**src/rtl/avst_to_axis_if.sv**
```systemverilog
// avst_to_axis_if: Avalon-ST receive side and AXI4-Stream transmit side of the converter.
// The master view belongs to the environment and the slave view to the converter.
interface avst_to_axis_if #(
  parameter int DWIDTH = 512,
  parameter int USER_WIDTH = 1,
  parameter int ERR_WIDTH = 1
);
  localparam int EMPTY_MSB = $clog2(DWIDTH / 8);
  logic avst_valid, avst_start, avst_end, avst_ready;
  logic [DWIDTH-1:0] avst_data;
  logic [EMPTY_MSB-1:0] avst_empty;
  logic [ERR_WIDTH-1:0] avst_error;
  logic axis_tvalid, axis_tlast, axis_tready;
  logic [DWIDTH-1:0] axis_tdata;
  logic [DWIDTH/8-1:0] axis_tkeep;
  logic [USER_WIDTH-1:0] axis_tuser;
  modport master (
    output avst_valid, avst_start, avst_end, avst_data, avst_empty, avst_error, axis_tready,
    input avst_ready, axis_tvalid, axis_tdata, axis_tlast, axis_tkeep, axis_tuser
  );
  modport slave (
    input avst_valid, avst_start, avst_end, avst_data, avst_empty, avst_error, axis_tready,
    output avst_ready, axis_tvalid, axis_tdata, axis_tlast, axis_tkeep, axis_tuser
  );
endinterface

```
**src/rtl/avst_to_axis.sv**
```systemverilog
// avst_to_axis: Avalon-ST to AXI4-Stream converter with SOP/EOP framing enforcement
// and an elastic buffer sized to absorb the source ready latency.
module avst_to_axis #(
  parameter int DWIDTH = 512,
  parameter int USER_WIDTH = 1,
  parameter int ERR_WIDTH = 1,
  parameter int READY_LATENCY = 0
) (
  input  logic clk,
  input  logic rst_n,
  avst_to_axis_if.slave bus,
  output logic err_sop_missing,
  output logic err_eop_missing,
  output logic [15:0] drop_cnt
);
  localparam int KEEP_WIDTH = DWIDTH / 8;
  localparam int DEPTH = READY_LATENCY + 2;
  localparam int AW = $clog2(DEPTH);
  localparam int CW = $clog2(DEPTH + 1);
  typedef enum logic [1:0] {IDLE, IN_PKT, DROP} state_t;
  state_t state;
  logic [DWIDTH-1:0] mem_data [DEPTH];
  logic [KEEP_WIDTH-1:0] mem_keep [DEPTH];
  logic [USER_WIDTH-1:0] mem_user [DEPTH];
  logic [DEPTH-1:0] mem_last;
  logic [AW-1:0] wp, rp;
  logic [CW-1:0] count;
  logic acc, rd, wr, term, drop, in_pkt;
  logic [DWIDTH-1:0] cv_data;
  logic [KEEP_WIDTH-1:0] cv_keep;
  // Ready leaves room for every beat that can still arrive from earlier ready cycles.
  assign bus.avst_ready = count <= CW'(DEPTH - READY_LATENCY - 1);
  if (READY_LATENCY == 0) begin : g_rl0
    assign acc = bus.avst_valid && bus.avst_ready;
  end else begin : g_rl
    logic [READY_LATENCY-1:0] hist;
    logic [READY_LATENCY:0] sh;
    assign sh = {hist, bus.avst_ready};
    always_ff @(posedge clk or negedge rst_n)
      if (!rst_n) hist <= '0;
      else hist <= sh[READY_LATENCY-1:0];
    assign acc = bus.avst_valid && sh[READY_LATENCY];
  end
  for (genvar j = 0; j < KEEP_WIDTH; j++) begin : g_swap
    assign cv_data[8*j +: 8] = bus.avst_data[8*(KEEP_WIDTH-1-j) +: 8];
  end
  assign cv_keep = bus.avst_end ? {KEEP_WIDTH{1'b1}} >> bus.avst_empty : '1;
  assign in_pkt = state == IN_PKT;
  assign term = bus.avst_start && in_pkt;
  assign wr = acc && (bus.avst_start || in_pkt);
  // Discarded beats: stray body beats outside a packet, and the SOP that truncates one.
  assign drop = acc && (bus.avst_start == in_pkt);
  assign rd = bus.axis_tvalid && bus.axis_tready;
  assign bus.axis_tvalid = count != '0;
  assign bus.axis_tdata = mem_data[rp];
  assign bus.axis_tkeep = mem_keep[rp];
  assign bus.axis_tuser = mem_user[rp];
  assign bus.axis_tlast = mem_last[rp];
  always_ff @(posedge clk or negedge rst_n) begin
    if (!rst_n) begin
      state <= IDLE;
      wp <= '0;
      rp <= '0;
      count <= '0;
      err_sop_missing <= 1'b0;
      err_eop_missing <= 1'b0;
      drop_cnt <= '0;
      mem_last <= '0;
      for (int i = 0; i < DEPTH; i++) begin
        mem_data[i] <= '0;
        mem_keep[i] <= '0;
        mem_user[i] <= '0;
      end
    end else begin
      err_sop_missing <= acc && !bus.avst_start && state == IDLE;
      err_eop_missing <= acc && term;
      if (drop && drop_cnt != 16'hFFFF) drop_cnt <= drop_cnt + 16'd1;
      if (acc)
        state <= bus.avst_start ? (bus.avst_end ? IDLE : (in_pkt ? DROP : IN_PKT))
                                : ((state == IDLE || bus.avst_end) ? IDLE : state);
      if (wr) begin
        mem_data[wp] <= term ? '0 : cv_data;
        mem_keep[wp] <= term ? '0 : cv_keep;
        mem_user[wp] <= USER_WIDTH'(term || |bus.avst_error);
        mem_last[wp] <= term || bus.avst_end;
        wp <= wp == AW'(DEPTH - 1) ? '0 : wp + 1'b1;
      end
      if (rd) rp <= rp == AW'(DEPTH - 1) ? '0 : rp + 1'b1;
      count <= count + CW'(wr) - CW'(rd);
    end
  end
endmodule

```
**src/flat_wrapper.sv**
```systemverilog
// flat-port wrapper written by rule: the top's interface ports become plain ports
module avst_to_axis_flat 
#(
  parameter int DWIDTH = 512,
  parameter int USER_WIDTH = 1,
  parameter int ERR_WIDTH = 1,
  parameter int READY_LATENCY = 0
)
  (clk, rst_n, err_sop_missing, err_eop_missing, drop_cnt, bus_avst_valid, bus_avst_start, bus_avst_end, bus_avst_data, bus_avst_empty, bus_avst_error, bus_axis_tready, bus_avst_ready, bus_axis_tvalid, bus_axis_tdata, bus_axis_tlast, bus_axis_tkeep, bus_axis_tuser);
  avst_to_axis_if #(.DWIDTH(DWIDTH), .USER_WIDTH(USER_WIDTH), .ERR_WIDTH(ERR_WIDTH)) bus_i ();
  input  logic clk;
  input  logic rst_n;
  output logic err_sop_missing;
  output logic err_eop_missing;
  output logic [15:0] drop_cnt;
  input wire logic [$bits(bus_i.avst_valid)-1:0] bus_avst_valid;
  input wire logic [$bits(bus_i.avst_start)-1:0] bus_avst_start;
  input wire logic [$bits(bus_i.avst_end)-1:0] bus_avst_end;
  input wire logic [$bits(bus_i.avst_data)-1:0] bus_avst_data;
  input wire logic [$bits(bus_i.avst_empty)-1:0] bus_avst_empty;
  input wire logic [$bits(bus_i.avst_error)-1:0] bus_avst_error;
  input wire logic [$bits(bus_i.axis_tready)-1:0] bus_axis_tready;
  output wire logic [$bits(bus_i.avst_ready)-1:0] bus_avst_ready;
  output wire logic [$bits(bus_i.axis_tvalid)-1:0] bus_axis_tvalid;
  output wire logic [$bits(bus_i.axis_tdata)-1:0] bus_axis_tdata;
  output wire logic [$bits(bus_i.axis_tlast)-1:0] bus_axis_tlast;
  output wire logic [$bits(bus_i.axis_tkeep)-1:0] bus_axis_tkeep;
  output wire logic [$bits(bus_i.axis_tuser)-1:0] bus_axis_tuser;
  assign bus_i.avst_valid = bus_avst_valid;
  assign bus_i.avst_start = bus_avst_start;
  assign bus_i.avst_end = bus_avst_end;
  assign bus_i.avst_data = bus_avst_data;
  assign bus_i.avst_empty = bus_avst_empty;
  assign bus_i.avst_error = bus_avst_error;
  assign bus_i.axis_tready = bus_axis_tready;
  assign bus_avst_ready = bus_i.avst_ready;
  assign bus_axis_tvalid = bus_i.axis_tvalid;
  assign bus_axis_tdata = bus_i.axis_tdata;
  assign bus_axis_tlast = bus_i.axis_tlast;
  assign bus_axis_tkeep = bus_i.axis_tkeep;
  assign bus_axis_tuser = bus_i.axis_tuser;
  avst_to_axis #(.DWIDTH(DWIDTH), .USER_WIDTH(USER_WIDTH), .ERR_WIDTH(ERR_WIDTH), .READY_LATENCY(READY_LATENCY)) u_core (.clk(clk), .rst_n(rst_n), .bus(bus_i), .err_sop_missing(err_sop_missing), .err_eop_missing(err_eop_missing), .drop_cnt(drop_cnt));
endmodule
```
**config.mk**
```make
export PLATFORM = sky130hd
export DESIGN_NAME = avst_to_axis_flat
export DESIGN_NICKNAME = d
export VERILOG_FILES = /design/src/rtl/avst_to_axis_if.sv /design/src/rtl/avst_to_axis.sv /design/src/flat_wrapper.sv
export SDC_FILE = /design/constraint.sdc
export NUM_CORES = 2
export LEC_CHECK = 0
export CORE_AREA = 2 2 435 437
export CTS_BUF_LIST = sky130_fd_sc_hd__clkbuf_8 sky130_fd_sc_hd__clkbuf_16
export CTS_CLUSTER_SIZE = 14
export DETAILED_ROUTE_END_ITERATION = 16
export DIE_AREA = 0 0 437 439
export PLACE_DENSITY = 0.61
export SLEW_MARGIN = 0
export SYNTH_ARGS = -nofsm -noshare
export SYNTH_HDL_FRONTEND = slang
export SYNTH_SLANG_ARGS = --single-unit
```
**constraint.sdc**
```tcl
create_clock -name clk -period 2.95 [get_ports clk]
set_input_delay 0.59 -clock clk [delete_from_list [all_inputs] [get_ports clk]]
set_output_delay 0.59 -clock clk [all_outputs]
set_load 0.02 [all_outputs]
```
==> summary.md <==
| Metric | Value |
|---|---|
| CP Launch Type | `flop` |
| CTS tree | `built` |
| Seq cells post-synth | `1180` |
| Fill cells | `18300` |
| Slowest CP cell | `clkdlybuf4s50_1` |
| Power Total | `86700 uW` |
| Die height | `439 um` |
| Tmin final | `3280 ps` |
| Hold slack | `369 ps` |
| Final WL | `194 mm` |
| Area leader, netlist | `dfrtp_1` |
| Area Growth Syn to Fin | `38.7%` |
| Finished Layout Cells | `8884` |
| Setup Viol. Count Final | `391` |
| # IOs | `1123` |
| Root buf cell | `clkbuf_16` |
| H-tree depth | `4` |
| Crit end category | `output pin` |
| Largest net degree at the start of global routing | `136` |
| Num rows | `159` |
| Sequential Area | `0.0295 mm^2` |
| First-pass GRT wire length | `279 mm` |
| Final GP Congestion | `0.913` |
| Synthesized Nets | `5697` |
| Vias in the first global route | `41400` |
| Routed vias | `41300` |
| Syn Inst Count | `5167` |
| Clock slew at reported path FFs | `60 ps` |
| Initial drt markers | `2798` |
| Violated checks | `setup timing` |
| Critical Path AT | `2690 ps` |
| Share of layout cells above drive strength 1 | `18.2%` |
| Synth cell count leaders | `nand2_1, dfrtp_1, o21ai_0, mux2_2, o21ai_1` |
| I/O Buffers | `1122` |
| Layout Skew | `44.1 ps` |
| Overflow after GRT | `0` |
| WL/cell | `21.8 um` |
| Worst vdd ir | `0.819 mV` |
| Max-slew violation count | `0` |
| Area of the multi-input gates | `0.0210 mm^2` |
| Post-synthesis cell area | `0.0526 mm^2` |
| Synth cell types | `43` |
| Final #Nets | `6786` |
| Post-route cell area | `0.0729 mm^2` |
| Seq/Total Area, Yosys | `56.2%` |
| Clock Tree Buf Depth | `3` |
| MaxCap Viol Count | `0` |
| Status | `complete, but fails checks` |
| Vias/cell | `4.65` |
| FMAX | `0.305 GHz` |
| Post-synth top area share | `56.2%` |
| Worst Tran Pin Value | `929 ps` |
| # clock sinks | `1180` |
| Pre-CTS setup slack | `-323 ps` |
| Placed insts | `8559` |
| Final worst setup slack | `-334 ps` |
| Largest cells by area after synthesis | `dfrtp_1, mux2_2, nand2_1` |
| Detailed-route DRC error count | `0` |
| Core area | `0.187 mm^2` |
| Die ar. | `0.192 mm^2` |
| Slew HR | `37.9%` |
| Crit Path Max Fanout | `27` |
| Initial Utilization | `28.1%` |
| Main synth FF type | `dfrtp_1` |
| EDFF count, synth | `0` |
| Initial antenna violation count | `48` |
| Slowest stage delay, CP | `540 ps` |
| Critical path, cell by cell | `buf_12, buf_16, mux2_2, clkdlybuf4s50_1` |
| Flop2flop setup slack | `670 ps` |
| Top-count cell post-synth | `nand2_1` |
| First-pass DRT Iterations | `5` |
| Total track usage | `19.4%` |
| PwrDens | `1190 mW/mm^2` |
| P_leak | `0.0364 uW` |
| Avg Synthesized Cell Area | `10.2 um^2` |
| HP Class | `input port to flop` |
| Post-DP Area | `0.0670 mm^2` |
| Period Utilization, post-route | `111%` |
| Unrepaired setup endpoints after global routing | `yes` |
| Synth Warn # | `0` |
| Final hold vios | `0` |
| Clock latency at the later pin of the worst-skew pair | `800 ps` |
| Dpl hpwl | `141 mm` |
| Crit Path Category | `flop to output pin` |
| TritonCTS buffer count | `139` |
| CP required | `2360 ps` |
| Post-route ant nets | `0` |
| Width of the die | `437 um` |
| Ys async rst share | `100%` |
[worst paths after layout]
| path | start | to | depth (start not counted) |
|---|---|---|---|
| worst max-delay path | u_core.rp | bus_axis_tdata[236] | 4 |
| worst min register to register | u_core.mem_data[525] | u_core.mem_data[525] | 2 |
| worst min-delay path | bus_avst_data[349] | u_core.mem_data[677] | 3 |
| min in group asynchronous | rst_n | u_core.mem_data[989] | 2 |
| worst max register to register | u_core.state[0] | u_core.mem_keep[60] | 6 |
| max in group asynchronous | rst_n | u_core.mem_keep[120] | 3 |
[worst max-delay path: cells and delay by family (launching register included)]
kind | cells | cell delay [ps]
buf+inv | 3 | 990
flops | 1 | 490
mux | 1 | 360
[metal layers]
| metal | track usage (%) | up-vias | part of all wire, % |
|---|---|---|---|
| met5 | 0 | - | 0.054 |
| met4 | 8.72 | 16 | 4.6 |
| met3 | 5.56 | 330 | 7.0 |
| met2 | 30.2 | 1221 | 46 |
| met1 | 25.1 | 20300 | 43 |
| li1 | - | 19500 | - |
[cell families (layout without fill, tap and decap cells)]
logic type / count (synthesis) / count (layout) / synth area share, %
other: 0 / 29 / 0
AOI/OAI and AO/OA: 1223 / 1223 / 11.8
muxes: 580 / 580 / 12.4
xor gates and xnor gates: 17 / 17 / 0.283
and+or+nand+nor: 1761 / 1761 / 15.3
adders and majority gates: 5 / 5 / 0.119
DFF: 1180 / 1180 / 56.2
buffers and inverters: 401 / 1594 / 3.89
[power by group]
group / internal (uW) / total, uW / switching [uW]
Clock: 10000 / 17200 / 7130
Sequential: 23300 / 26800 / 3480
Combinational: 18700 / 42700 / 23900
Total: 52100 / 86700 / 34600
[per-stage QoR]
step | setup TNS (ps) | utilization, %
floorplan | 0 | -
global placement | -177210 | 35.8
detailed placement | -177640 | 35.8
CTS | -228590 | 38.4
global route | -110470 | 39.0
finish | -54700 | 39.0
[layout by cell type (no fill, tap or decap), types with 11 or more instances in the layout]
cell,instances
a21oi_1,23
buf_12,64
buf_16,17
buf_2,32
buf_4,125
buf_6,24
clkbuf_16,152
clkbuf_2,43
clkbuf_8,25
clkdlybuf4s15_2,38
clkdlybuf4s50_1,615
clkinv_2,17
dfrtp_1,1179
diode_2,29
dlygate4sd2_1,90
dlymetal6s2s_1,276
inv_1,44
mux2_2,575
nand2_1,1181
nand2b_1,518
nor2_1,17
o21ai_0,629
o21ai_1,535
o21bai_1,11
xnor2_1,13
[cell type report]
cell class              instances  share of cell area (%)
clock buffers                 167                    5.35
diodes                         29                  0.0996
multi-input cells            3586                    28.8
inverters                       7                  0.0360
repair buffers               1342                    19.9
well taps                    2495                    4.28
flip-flops and latches       1180                    40.5
clock inverters                78                   0.942
[sequential cells by signal, indices dropped and copies added (netlist names)]
name,flops
u_core.mem_data,1024
u_core.mem_keep,128
u_core.drop_cnt,16
u_core.count,2
u_core.mem_last,2
u_core.mem_user,2
u_core.state,2
u_core.err_eop_missing,1
u_core.err_sop_missing,1
u_core.rp,1
u_core.wp,1
[repair_timing]
item / CTS / global route
endpoints found under the setup margin: 578 / 578
hold buffers: 1 / 0
setup buffers: 11 / 22
pin swaps: 0 / 0
endpoints found under the hold margin: 31 / 0
gates resized for setup: 414 / 463
gates cloned: 7 / 11
No activity file was read; power rests on OpenSTA's default activity.
